**config.mk**
```make
export PLATFORM = sky130hd
export DESIGN_NAME = pipe_stage_skid
export DESIGN_NICKNAME = d
export VERILOG_FILES = /design/src/rtl/pipe_stage_skid.sv
export SDC_FILE = /design/constraint.sdc
export NUM_CORES = 1
export LEC_CHECK = 0
export BUFFER_PORTS_ARGS = -buffer_cell sky130_fd_sc_hd__buf_2
export CORE_ASPECT_RATIO = 0.75
export CORE_MARGIN = 2
export CORE_UTILIZATION = 50
export CTS_CLUSTER_SIZE = 25
export DETAILED_ROUTE_END_ITERATION = 10
export GPL_TIMING_DRIVEN = 0
export PLACE_DENSITY = 0.72
export REMOVE_ABC_BUFFERS = 1
export SYNTH_ARGS = -nofsm -noshare
export SYNTH_HDL_FRONTEND = slang
export SYNTH_SLANG_ARGS = --single-unit
```
**constraint.sdc**
```tcl
create_clock -name clk -period 2.5 [get_ports clk]
set_input_delay 0 -clock clk [delete_from_list [all_inputs] [get_ports clk]]
set_output_delay 0 -clock clk [all_outputs]
set_load 0.01 [all_outputs]
```
**src/rtl/pipe_stage_skid.sv**
```systemverilog
// -----------------------------------------------------------------------------
// pipe_stage_skid
// Inter-stage pipeline register with a valid/ready handshake and a 2-entry
// skid buffer (main + skid). The stage supports flush (bubble insertion) and
// keeps a saturating count of stalled output cycles.
//
// Ports
//   clk        rising-edge clock
//   startin_n  asynchronous reset, active-low
//   flush      synchronous kill of every held entry
//   in_valid   upstream beat present
//   in_ready   stage accepts a beat this cycle (register output)
//   in_ctrl    control field of the incoming beat
//   in_data    payload of the incoming beat
//   out_valid  downstream beat valid
//   out_ready  downstream accepts the beat this cycle
//   out_ctrl   control field, 0 whenever out_valid=0
//   out_data   payload, holds its last value on a bubble
//   clr_stats  synchronous clear of stall_cnt
//   stall_cnt  saturating count of cycles with out_valid=1 and out_ready=0
// -----------------------------------------------------------------------------
module pipe_stage_skid #(
    parameter int DATA_W = 32,
    parameter int CTRL_W = 6,
    parameter int CNT_W  = 16
) (
    input  logic              clk,
    input  logic              startin_n,
    input  logic              flush,
    input  logic              in_valid,
    output logic              in_ready,
    input  logic [CTRL_W-1:0] in_ctrl,
    input  logic [DATA_W-1:0] in_data,
    output logic              out_valid,
    input  logic              out_ready,
    output logic [CTRL_W-1:0] out_ctrl,
    output logic [DATA_W-1:0] out_data,
    input  logic              clr_stats,
    output logic [CNT_W-1:0]  stall_cnt
);

    logic              main_valid_q, main_valid_d;
    logic [CTRL_W-1:0] main_ctrl_q,  main_ctrl_d;
    logic [DATA_W-1:0] main_data_q,  main_data_d;
    logic              skid_valid_q, skid_valid_d;
    logic [CTRL_W-1:0] skid_ctrl_q,  skid_ctrl_d;
    logic [DATA_W-1:0] skid_data_q,  skid_data_d;
    logic [CTRL_W-1:0] out_ctrl_q,   out_ctrl_d;
    logic [CNT_W-1:0]  stall_cnt_q,  stall_cnt_d;
    logic              in_fire_s;
    logic              out_fire_s;

    localparam logic [CNT_W-1:0] CNT_MAX = {CNT_W{1'b1}};
    localparam logic [CNT_W-1:0] CNT_ONE = {{(CNT_W-1){1'b0}}, 1'b1};

    // Handshake qualifiers; in_ready depends only on the skid register.
    always_comb begin
        in_fire_s  = in_valid & ~skid_valid_q;
        out_fire_s = main_valid_q & out_ready;
    end

    // Next-state logic for the main/skid entries; flush overrides everything.
    always_comb begin
        main_valid_d = main_valid_q;
        main_ctrl_d  = main_ctrl_q;
        main_data_d  = main_data_q;
        skid_valid_d = skid_valid_q;
        skid_ctrl_d  = skid_ctrl_q;
        skid_data_d  = skid_data_q;
        if (flush) begin
            // Data registers are deliberately left untouched on a flush.
            main_valid_d = 1'b0;
            skid_valid_d = 1'b0;
        end else begin
            case ({main_valid_q, skid_valid_q})
                2'b00: begin
                    if (in_fire_s) begin
                        main_valid_d = 1'b1;
                        main_ctrl_d  = in_ctrl;
                        main_data_d  = in_data;
                    end else begin
                        main_valid_d = 1'b0;
                    end
                end
                2'b10: begin
                    if (in_fire_s && out_fire_s) begin
                        main_ctrl_d = in_ctrl;
                        main_data_d = in_data;
                    end else if (in_fire_s) begin
                        skid_valid_d = 1'b1;
                        skid_ctrl_d  = in_ctrl;
                        skid_data_d  = in_data;
                    end else if (out_fire_s) begin
                        main_valid_d = 1'b0;
                    end else begin
                        main_valid_d = 1'b1;
                    end
                end
                2'b11: begin
                    // in_ready is low here, so only the drain case matters.
                    if (out_fire_s) begin
                        main_ctrl_d  = skid_ctrl_q;
                        main_data_d  = skid_data_q;
                        skid_valid_d = 1'b0;
                    end else begin
                        skid_valid_d = 1'b1;
                    end
                end
                default: begin
                    // Skid-only is unreachable; collapse to empty to recover.
                    main_valid_d = 1'b0;
                    skid_valid_d = 1'b0;
                end
            endcase
        end
    end

    // Registered gated control output and saturating stall counter.
    always_comb begin
        out_ctrl_d = main_valid_d ? main_ctrl_d : {CTRL_W{1'b0}};
        if (clr_stats) begin
            stall_cnt_d = {CNT_W{1'b0}};
        end else if (main_valid_q && !out_ready && (stall_cnt_q != CNT_MAX)) begin
            stall_cnt_d = stall_cnt_q + CNT_ONE;
        end else begin
            stall_cnt_d = stall_cnt_q;
        end
    end

    // State registers with asynchronous active-low reset.
    always_ff @(posedge clk or negedge startin_n) begin
        if (!startin_n) begin
            main_valid_q <= 1'b0;
            main_ctrl_q  <= {CTRL_W{1'b0}};
            main_data_q  <= {DATA_W{1'b0}};
            skid_valid_q <= 1'b0;
            skid_ctrl_q  <= {CTRL_W{1'b0}};
            skid_data_q  <= {DATA_W{1'b0}};
            out_ctrl_q   <= {CTRL_W{1'b0}};
            stall_cnt_q  <= {CNT_W{1'b0}};
        end else begin
            main_valid_q <= main_valid_d;
            main_ctrl_q  <= main_ctrl_d;
            main_data_q  <= main_data_d;
            skid_valid_q <= skid_valid_d;
            skid_ctrl_q  <= skid_ctrl_d;
            skid_data_q  <= skid_data_d;
            out_ctrl_q   <= out_ctrl_d;
            stall_cnt_q  <= stall_cnt_d;
        end
    end

    assign in_ready  = ~skid_valid_q;
    assign out_valid = main_valid_q;
    assign out_ctrl  = out_ctrl_q;
    assign out_data  = main_data_q;
    assign stall_cnt = stall_cnt_q;

endmodule
```
# Yosys cells after proc, flatten, opt, wreduce, memory -nomap -nowiden

Index checks and enable logic that the tools add are counted.

Input port bits: 44
Output and inout port bits: 56
Register bits after elaboration: 100
Logic and storage cells: 55

Eq/ne operators: 9
Bitwise operators: 5
Reductions and logical operators: 10
Muxes and demuxes: 22
Add/sub/neg operators: 1

Operators by type and width:

| kind                                           | number |
|---|---|
| 2-to-1 mux 32 bit                              | 3 |
| case mux 32 bit (3 select lines)               | 1 |
| 2-to-1 mux 16 bit                              | 2 |
| 2-to-1 mux 6 bit                               | 5 |
| case mux 6 bit (3 select lines)                | 1 |
| adder 16 x 1 -> 16 bit (second input constant) | 1 |
| inequality test 16 bit (second input constant) | 1 |
| 2-to-1 mux 1 bit                               | 8 |
| inequality test 2 bit (second input constant)  | 4 |
| inequality test 3 bit (second input constant)  | 2 |
| case mux 1 bit (3 select lines)                | 2 |
| AND reduction 5 bit                            | 1 |
| equality test 2 bit (second input constant)    | 2 |
| AND reduction 4 bit                            | 1 |
| logical AND 1 bit                              | 3 |
| inverter 1 bit                                 | 3 |
| AND reduction 3 bit                            | 1 |
| nonzero test 3 bit                             | 1 |
| bitwise AND 1 bit                              | 2 |
| logical NOT 2 bit                              | 1 |
| nonzero test 2 bit                             | 1 |
| logical NOT 1 bit                              | 1 |

# Depth between registers and ports, before layout

Gate-level depths: netlist (run 1).

Word-level depth: 7
Depth in mapped cells: 7
Depth with buffers taken out: 5

# Worst setup path before layout (run 1)

No wires, ideal clock.

Path kind: reg-to-reg
Start point: reg stall_cnt_q[0] (netlist: stall_cnt[0])
End point: reg stall_cnt_q[10] (netlist: stall_cnt[10])
Clock period less this slack: 1.853 ns
Path buffers: 0
Cell stages (with the launch flop): 6
Required time: 2.422 ns
Setup slack: 0.647 ns
Library setup time: 0.078 ns
Data arrival time: 1.775 ns
Path through: dfrtp_1 -> ha_1 -> nand3_1 -> or3_4 -> or4_1 -> a21oi_1

Cells in the longest elaborated chain, start to end: 3
Elaborated cells between the ends (all ways): 6
Those cells by class: 1 x add/sub; 1 x eq/ne; 2 x mux; 2 x reduce/logical

Ends and longest elaborated chain:

| what                                                             | line     | text |
|---|---|---|
| from (decl)                                                      | 49       | `logic [CNT_W-1:0] stall_cnt_q, stall_cnt_d;` |
| from (signal assigned)                                           | 140      | `stall_cnt_q <= {CNT_W{1'b0}};` |
| from (signal assigned)                                           | 149      | `stall_cnt_q <= stall_cnt_d;` |
| adder 16 x 1 -> 16 bit or inequality test 16 bit (tied branches) | 124, 123 |  |
| 2-to-1 mux 16 bit or logical AND 1 bit (tied branches)           | 123      | `end else if (main_valid_q && !out_ready && (stall_cnt_q != CNT_MAX)) begin` |
| 2-to-1 mux 16 bit or nonzero test 2 bit (tied branches)          | --       |  |

Parallel ways exist; a longest one is shown, timed or not. The select of a mux whose other input is x is not followed.
A chain may end at the register's enable or synchronous reset.

# Worst setup path in the final report (run 1)

Start point: reg main_valid_q (netlist: out_valid)
End point: reg skid_data_q[26]

Cells in the longest elaborated chain, start to end: 4
Elaborated cells between the ends (all ways): 5
Those cells by class: 1 x eq/ne; 2 x bitwise; 2 x reduce/logical

Ends and longest elaborated chain:

| what                            | line | text |
|---|---|---|
| from (decl)                     | 42   | `logic main_valid_q, main_valid_d;` |
| from (signal assigned)          | 142  | `main_valid_q <= main_valid_d;` |
| bitwise AND 1 bit               | 59   | `out_fire_s = main_valid_q & out_ready;` |
| logical AND 1 bit               | 86   | `if (in_fire_s && out_fire_s) begin` |
| inverter 1 bit (no line)        | --   |  |
| AND reduction 4 bit (no line) * | --   |  |
| to (signal assigned)            | 138  | `skid_data_q <= {DATA_W{1'b0}};` |
| to (signal assigned)            | 147  | `skid_data_q <= skid_data_d;` |
| to (decl)                       | 47   | `logic [DATA_W-1:0] skid_data_q, skid_data_d;` |

Mark *: on every way between the ends. The rest lies on a longest branch, timed or not.

==> run_results.csv, run 1 <==
group,metric,value,unit
status,status,"complete, no violations",
placement,placed_area,5090,sq um
synthesis,yosys-top-cells-area,"dfrtp_1 (57%), mux2_2 (11%), mux2i_1 (7.5%)",
synthesis,synth_seq_cells,100,
synthesis,syn_inst,379,
timing,period_minus_slack,2140,ps
clock_network,htree_levels,3,
detailed_routing,drc,0,
synthesis,synth_ff_type,"dfrtp_1",
detailed_routing,firstDrtPassIters,6,
detailed_routing,drt_first_iter_violations,178,
synthesis,yosysTopAreaCellShare,56.6,%
layout,finalNetCount,561,
power,max-vdd-ir-drop,0.638,mV
placement,dpl.cell_count,572,
synthesis,avgSynthCellArea,11.7,sq um
timing,slew_violations,0,
synthesis,synth_edf_count,0,
layout,drive_above_1_share,33.4,%
die,start_util,51.9,%
placement,dpl_worst_slack,371,ps
timing,setup-violations-final,0,
global_route,grt_max_degree,54,
clock_network,cts_sinks,100,
detailed_routing,vias,3347,
timing,max_slew_margin,51.5,%
critical_path,endpoint_kind,"flop",
clock_network,clock_latency,340,ps
timing,max_freq,466,MHz
clock_network,cts_hold_buf,41,
synthesis,ys_seq_area_share,56.6,%
detailed_routing,detail-route-antenna-nets,0,
synthesis,synthArstFlopShare,100,%
die,die_w,113,microns
timing,fin_ws,356,ps
placement,port_buffers,99,
power,total_power,4.04,mW
layout,fin_area,5790,sq um
synthesis,synth_top_area_cell,"dfrtp_1",
timing,rsz0062_at_grt,"false",
timing,worstMarginPinSlew,721,ps
synthesis,synth_area,4420,sq um
die,die-area,9630,sq um
clock_network,cts_max_path_buffers,2,
layout,n_fill_cell,635,
detailed_routing,via_per_inst,5.32,
clock_network,post-cts-setup-buffer-count,0,
critical_path,critPathArrivalTime,2360,ps
die,placementRows,29,
timing,hold_viol_final,0,
timing,finalClockSkew,6.84,ps
global_route,grt_first_pass_wirelength,16300,microns
layout,fin_util,67.9,%
timing,hold_slack,89.2,ps
timing,finalCritPeriodShare,85.8,%
die,ios,100,
critical_path,cp_max_fo,26,
clock_network,cts_root_buffer,"clkbuf_16",
power,leakagePower,2.86,nW
synthesis,post_synth_num_cell_types,37,
placement,dp_hpwl,6460,microns
layout,stdcell_count,629,
clock_network,cts_tree,"done",
power,powerDensity,697,nW/um^2
die,die_h,85.5,microns
global_route,grt_pass1_vias,3358,
global_route,grt.total_usage,21.3,%
clock_network,cts_resized,0,
critical_path,path_class,"reg -> reg",
detailed_routing,wire_per_inst,15.6,microns
layout,area_delta_synth_final,30.9,%
layout,diodes,0,
critical_path,worst_setup_path_start_kind,"flop",
timing,tns,0,ps
run,maxCapViolCount,0,
die,core_area,8530,sq um
global_route,grt_antenna_before_repair,0,
worst_hold_path,hold_path.class,"in -> reg",
clock_network,cts.clk_slew.worst_paths,60,ps
global_route,grt-ovfl-total,0,
synthesis,ys_warn_count,0,
critical_path,crit_required,2720,ps
detailed_routing,wirelength,9810,microns
clock_network,cts_made_buffers,9,
placement,gp_congestion,0.845,
==> sequential cells by signal, summed over array words and instances, names as in the netlist <==
register,flops
stall_cnt,16
main_ctrl_q,6
out_valid,1
skid_valid_q,1
skid_ctrl_q,6
skid_data_q,32
out_data,32
out_ctrl,6
==> synth_stat cells, types with 3 or more instances <==
| master | n |
|---|---|
| nor3_1 | 3 |
| nand3_1 | 4 |
| buf_1 | 4 |
| o22ai_1 | 6 |
| nor2b_1 | 9 |
| a21oi_1 | 41 |
| nand2_1 | 12 |
| clkbuf_1 | 8 |
| nor4_1 | 3 |
| nor2_1 | 43 |
| and2_1 | 6 |
| dfrtp_1 | 100 |
| o31ai_1 | 4 |
| mux2i_1 | 33 |
| buf_2 | 9 |
| o21ai_0 | 3 |
| mux2_2 | 45 |
| a32oi_1 | 6 |
| inv_1 | 11 |
| a211oi_1 | 3 |
| or4_1 | 6 |
==> cell usage in the layout (no fill, tap or decap), types with 2 or more instances in the layout <==
cell type      instances
and3_1                 2
nand2_2                2
clkbuf_16              9
or4_1                  6
nand2b_1               2
nor2b_1                9
o22ai_1                6
buf_6                  3
a21oi_1               41
mux2i_1               33
nor3_1                 3
a32oi_1                6
or2_2                  2
nand4_1                2
nand3_1                4
buf_12                 2
dlygate4sd3_1         41
inv_1                 11
clkinv_4               2
nand2_1               10
mux2_2                45
nor4_1                 3
dfrtp_1              100
and2_1                 6
o31ai_1                4
o21ai_0                3
nor2_1                43
buf_2                 98
a211oi_1               3
clkinv_2               2
==> report_power, final <==
part / internal [mW] / total, mW / switching, mW
Clock: 0.776 / 1.36 / 0.586
Combinational: 0.345 / 0.654 / 0.308
Sequential: 1.89 / 2.02 / 0.132
Total: 3.01 / 4.04 / 1.03
==> metal layers <==
metal	global-route usage [%]	part of all wire, %	wire [microns]	up-vias
met5	0	0	0	-
met1	28.0	45	4460	1632
met2	35.8	50	4870	68
met4	6.87	1.7	170	0
met3	4.50	3.1	306	13
li1	-	-	-	1634
==> worst max-delay path, cell delays in order, from the launching register on <==
cell      delay [ps]
dfrtp_1          450
nand2b_1         530
nor2_1           110
nand2_2          320
buf_12           250
mux2_2           360
==> kinds of logic (layout without fill, tap and decap cells) <==
kind of cell | after synthesis | after routing | synth area share [%]
flops | 100 | 100 | 56.6
simple gates | 99 | 99 | 11.5
mux | 78 | 78 | 18.9
compound gates | 69 | 69 | 9.79
buf+inv | 32 | 174 | 2.97
fa+ha+maj | 1 | 1 | 0.283
==> area by class of cell <==
cell class              instances  area [sq um]  area share (%)
flip-flops and latches        100          2500            43.2
multi-input cells             247          1800            31.0
clock buffers                  10           229            3.95
repair buffers                147          1020            17.7
inverters                      11          41.3           0.713
clock inverters                 6          65.1            1.12
well taps                     108           135            2.33
==> path summary, 6_finish.rpt <==
check,startpoint,end,slack (ps),cells after the start
max,out_valid,skid_data_q[26],360,5
min,clr_stats,stall_cnt[4],90,2
max reg2reg,out_valid,skid_data_q[26],360,5
min reg2reg,skid_data_q[0],skid_data_q[0],500,1
max in group asynchronous,startin_n,skid_data_q[5],1590,3
min in group asynchronous,startin_n,stall_cnt[1],240,2
Power figures use the tool's default switching activity.
==> inputs of run 2 (changes only) <==
--- a/config.mk
+++ b/config.mk
@@ -7,12 +7,13 @@
 export LEC_CHECK = 0
 export BUFFER_PORTS_ARGS = -buffer_cell sky130_fd_sc_hd__buf_2
 export CORE_ASPECT_RATIO = 0.75
-export CORE_MARGIN = 2
+export CORE_MARGIN = 4
 export CORE_UTILIZATION = 50
 export CTS_CLUSTER_SIZE = 25
 export DETAILED_ROUTE_END_ITERATION = 10
 export GPL_TIMING_DRIVEN = 0
 export PLACE_DENSITY = 0.72
+export RECOVER_POWER = 50
 export REMOVE_ABC_BUFFERS = 1
 export SYNTH_ARGS = -nofsm -noshare
 export SYNTH_HDL_FRONTEND = slang
==> run 2 against run 1 <==
Compared with the run above:
- sequential share of layout area increased by 0.76 points
- die area increased by 8.4%
- final cell count decreased by 0.32%
- critical path type unchanged
- critical endpoint is now out_data[18]
- highest routed layer unchanged
==> run_results.csv, run 2 (synthesis gave the netlist of run 1 again) <==
group,metric,value,unit
detailed_routing,highest_layer,"met4",
critical_path,endpoint_kind,"flop",
critical_path,worst_setup_path_start_kind,"flop",
placement,placed_area,5090,sq um
timing,slew_violations,0,
clock_network,htree_levels,3,
placement,gp_congestion,0.830,
timing,period_minus_slack,2320,ps
clock_network,cts_tree,"done",
clock_network,cts_sinks,100,
layout,diodes,0,
layout,n_fill_cell,702,
die,placementRows,29,
timing,setup-violations-final,0,
timing,worstMarginPinSlew,1030,ps
critical_path,crit_end,"out_data[18]",
layout,final_cell_mix,"dfrtp_1 (100), clkbuf_1 (52), buf_2 (47)",
detailed_routing,dr_wl_met3,410,microns
power,max-vdd-ir-drop,0.388,mV
die,die_h,89.5,microns
detailed_routing,drc,0,
global_route,grt_antenna_before_repair,0,
detailed_routing,wl_met1,4550,microns
layout,stdcell_count,627,
critical_path,path_class,"reg -> reg",
worst_hold_path,hold_path.class,"in -> reg",
die,ios,100,
timing,finalCritPeriodShare,92.7,%
global_route,grt.total_usage,20.9,%
clock_network,cts.clk_slew.worst_paths,70,ps
layout,finalNetCount,560,
status,status,"complete, no violations",
layout,ff_latch_area,2500,sq um
detailed_routing,via_per_inst,5.44,
clock_network,cts_max_path_buffers,2,
global_route,grt_first_pass_wirelength,17100,microns
global_route,grt_pass1_vias,3486,
detailed_routing,firstDrtPassIters,4,
clock_network,post-cts-setup-buffer-count,0,
run,maxCapViolCount,0,
detailed_routing,detail-route-antenna-nets,0,
critical_path,r2r-end,"out_data[18]",
timing,fin_ws,183,ps
clock_network,clock_latency,330,ps
global_route,grt_max_degree,61,
detailed_routing,vias,3413,
die,start_util,51.9,%
placement,port_buffers,99,
layout,fin_util,66.8,%
layout,area_delta_synth_final,28.7,%
critical_path,critPathArrivalTime,2560,ps
timing,finalClockSkew,4.53,ps
clock_network,cts_made_buffers,9,
clock_network,cts_root_buffer,"clkbuf_16",
power,leakagePower,2.67,nW
critical_path,reg2reg_setup_slack,180,ps
timing,max_freq,432,MHz
timing,rsz0062_at_grt,"false",
critical_path,r2r-start,"out_valid",
timing,max_slew_margin,31.5,%
layout,layout_commonest_cell,"dfrtp_1",
layout,drive_above_1_share,23.5,%
critical_path,crit_start,"out_valid",
timing,hold_slack,23.1,ps
detailed_routing,wirelength,10300,microns
detailed_routing,wire_per_inst,16.4,microns
detailed_routing,wl_met2,5120,microns
critical_path,cp_max_fo,20,
detailed_routing,drt_first_iter_violations,153,
critical_path,rr_worst_depth,6,
global_route,grt-ovfl-total,0,
layout,fin_area,5690,sq um
layout,multi_input_area,1800,sq um
placement,dpl_worst_slack,276,ps
die,die-area,10400,sq um
die,core_area,8530,sq um
placement,dp_hpwl,6920,microns
placement,dpl.cell_count,572,
power,powerDensity,705,nW/um^2
critical_path,crit_required,2740,ps
die,die_w,117,microns
timing,hold_viol_final,0,
run 2: how the worst min path moves through the flow:
stage                 from         endpoint  slack, ps  depth (start not counted)
4_1_cts           in_valid     skid_valid_q         20                          3
2_1_floorplan    startin_n   main_ctrl_q[0]       -300                          0
5_1_grt           in_valid     skid_valid_q         30                          3
3_5_place_dp     startin_n   main_ctrl_q[5]         30                          1
3_3_place_gp   in_data[31]  skid_data_q[31]        250                          2
6_report          in_valid     skid_valid_q         20                          3
run 2: report_power, final:
group | internal, mW | switching (mW) | total [mW]
sequential | 1.89 | 0.137 | 2.03
clock | 0.774 | 0.585 | 1.36
combinational | 0.315 | 0.313 | 0.628
run 2: area by class of cell:
type / count / share of cell area [%]
Clock inverter: 5 / 1.08
Timing Repair Buffer: 146 / 16.3
Clock buffer: 10 / 4.02
Inverter: 11 / 0.725
Sequential cell: 100 / 44.0
Multi-Input combinational cell: 247 / 31.5
Tap cell: 108 / 2.37
run 2: per-layer routing:
| layer | up-vias | global-route usage (%) |
|---|---|---|
| met2 | 80 | 34.2 |
| li1 | 1616 | - |
| met1 | 1701 | 28.1 |
| met3 | 16 | 4.40 |
| met4 | 0 | 7.19 |
| met5 | - | 0 |
run 2: timing repair:
action / 4_1_cts / 5_1_grt
hold buffers: 40 / 0
gates resized for setup: 0 / 0
hold endpoints to repair: 103 / 0
run 2: per-stage QoR:
| stage | power, mW | TNS (ps) |
|---|---|---|
| floorplan | 2.37 | -15990 |
| global placement | 2.60 | -69260 |
| detailed placement | 2.67 | 0 |
| CTS | 4.09 | 0 |
| global route | 4.22 | 0 |
| finish | 4.01 | 0 |
run 2: worst max-delay path, cell delays in order (launching register included):
cell       delay (ps)
dfrtp_1           490
nor2b_1           260
a2111oi_4         770
buf_6             260
buf_6             210
nor2_1             70
a21oi_1           150
==> inputs of run 3 (changes only) <==
--- a/config.mk
+++ b/config.mk
@@ -6,12 +6,14 @@
 export NUM_CORES = 1
 export LEC_CHECK = 0
 export BUFFER_PORTS_ARGS = -buffer_cell sky130_fd_sc_hd__buf_2
+export CAP_MARGIN = 0
 export CORE_ASPECT_RATIO = 0.75
 export CORE_MARGIN = 4
 export CORE_UTILIZATION = 50
 export CTS_CLUSTER_SIZE = 25
 export DETAILED_ROUTE_END_ITERATION = 10
 export GPL_TIMING_DRIVEN = 0
+export HOLD_SLACK_MARGIN = 0.02
 export PLACE_DENSITY = 0.72
 export RECOVER_POWER = 50
 export REMOVE_ABC_BUFFERS = 1
==> constraint.sdc (replaced) <==
create_clock -name clk -period 2.5 [get_ports clk]
set_input_delay 0.25 -clock clk [delete_from_list [all_inputs] [get_ports clk]]
set_output_delay 0.25 -clock clk [all_outputs]
set_load 0.01 [all_outputs]
==> run 3 against run 2 <==
Compared with the run above:
- core utilization down 4.6 points
- via count down 5.0%
- critical path type unchanged
- largest power group unchanged
- design area down 6.8%
- die area unchanged
- critical endpoint is now out_data[10]
==> run_results.csv, run 3 (synthesis gave the netlist of run 1 again) <==
group,metric,value,unit
status,status,"complete, no violations",
detailed_routing,wirelength,9840,microns
placement,port_buffers,99,
timing,period_minus_slack,2260,ps
layout,finalNetCount,521,
clock_network,htree_levels,3,
timing,slew_violations,0,
global_route,grt-ovfl-total,0,
die,placementRows,29,
critical_path,critPathArrivalTime,2520,ps
critical_path,worst_setup_path_start_kind,"flop",
timing,hold_viol_final,0,
critical_path,crit_required,2760,ps
run,maxCapViolCount,0,
power,switching_share,25.9,%
layout,area_delta_synth_final,19.9,%
layout,n_fill_cell,749,
clock_network,cts.clk_slew.worst_paths,70,ps
placement,dp_hpwl,6920,microns
detailed_routing,drt_first_iter_violations,207,
clock_network,cts_max_path_buffers,2,
layout,stdcell_count,589,
critical_path,cp_max_fo,20,
power,powerDensity,747,nW/um^2
detailed_routing,wire_per_inst,16.7,microns
die,core_area,8530,sq um
critical_path,path_class,"reg -> reg",
detailed_routing,detail-route-antenna-nets,0,
global_route,grt_antenna_before_repair,0,
clock_network,post-cts-setup-buffer-count,0,
clock_network,cts_tree,"done",
power,p_clk_share,34.4,%
timing,rsz0062_at_grt,"false",
timing,hold_slack,159,ps
die,die_h,89.5,microns
layout,layout_commonest_cell,"dfrtp_1",
layout,multi_input_area,1800,sq um
worst_hold_path,hold_path.class,"in -> reg",
timing,max_freq,442,MHz
power,cellInternalPower,2.94,mW
power,p_switching,1.03,mW
layout,ff_latch_area,2500,sq um
die,die_w,117,microns
detailed_routing,via_per_inst,5.51,
placement,gp_congestion,0.830,
timing,setup-violations-final,0,
clock_network,cts_resized,0,
layout,fin_area,5300,sq um
global_route,grt_pass1_vias,3272,
power,comb_power_share,14.5,%
power,total_power,3.96,mW
detailed_routing,drc,0,
layout,final_cell_mix,"dfrtp_1 (100), clkbuf_1 (53), buf_2 (46)",
global_route,grt.total_usage,19.7,%
detailed_routing,firstDrtPassIters,4,
power,pwr-share-seq,51.1,%
power,leakagePower,2.51,nW
timing,max_slew_margin,31.6,%
placement,placed_area,5090,sq um
power,max-vdd-ir-drop,0.380,mV
die,start_util,51.9,%
timing,tns,0,ps
timing,worstMarginPinSlew,1030,ps
clock_network,cts_made_buffers,9,
critical_path,endpoint_kind,"flop",
global_route,grt_max_degree,61,
timing,finalCritPeriodShare,90.6,%
timing,finalClockSkew,4.54,ps
die,die-area,10400,sq um
placement,dpl.cell_count,572,
clock_network,cts_sinks,100,
layout,drive_above_1_share,25.2,%
clock_network,clock_latency,330,ps
detailed_routing,vias,3244,
global_route,grt_first_pass_wirelength,16200,microns
die,ios,100,
clock_network,cts_root_buffer,"clkbuf_16",
-- run 3: cell count changes in the layout (fill, tap and decap cells not counted) --
| cell | delta |
|---|---|
| dlygate4sd3_1 | -39 |
| clkbuf_1 | +1 |
| buf_2 | -1 |
| diode_2 | +1 |
-- run 3: area by class of cell --
class	count	area share, %
clock buffers	10	4.32
multi-input cells	247	33.9
repair buffers	107	10.1
inverters	11	0.778
diodes	1	0.0472
well taps	108	2.55
flip-flops and latches	100	47.2
clock inverters	5	1.16
-- run 3: power by group through the flow --
stage	sequential, mW	combinational [mW]	clock (mW)
floorplan	2.07	0.304	0
CTS	2.02	0.620	1.40
detailed placement	2.05	0.616	0
global placement	2.03	0.572	0
global route	2.06	0.648	1.47
finish	2.02	0.576	1.36
-- run 3: through the flow --
step                setup slack, ps  utilization, %
floorplan                      -600               -
global placement              -1520            58.2
finish                          236            62.2
global route                   38.4            62.2
detailed placement              276            59.7
CTS                             241            63.2
-- run 3: repair_timing --
action                     in CTS  in global routing
hold buffers                    1                  0
setup endpoints to repair       0                  0
hold endpoints to repair       40                  0
-- run 3: final timing paths --
path	endpoint	cells after the start	slack, ps	startpoint
hold / removal	skid_data_q[6]	2	160	in_data[6]
setup / recovery	out_data[10]	6	240	out_valid
setup reg to reg	out_data[10]	6	240	out_valid
max in group asynchronous	out_data[24]	3	420	startin_n
hold reg to reg	skid_data_q[25]	1	500	skid_data_q[25]
min in group asynchronous	main_ctrl_q[5]	2	630	startin_n
-- run 3: metal layers --
| layer | vias to the layer above | GRT usage (%) | routed length, microns |
|---|---|---|---|
| met5 | - | 0 | 0 |
| met1 | 1623 | 26.9 | 4430 |
| met2 | 71 | 32.0 | 4830 |
| met4 | 0 | 5.83 | 108 |
| met3 | 10 | 4.53 | 468 |
| li1 | 1540 | - | - |
-- run 3: worst max-delay path: stages (launching register included) --
cell       delay (ps)
dfrtp_1           490
nor2b_1           260
a2111oi_4         770
buf_6             260
buf_6             210
nor2_1             60
a21oi_1           130
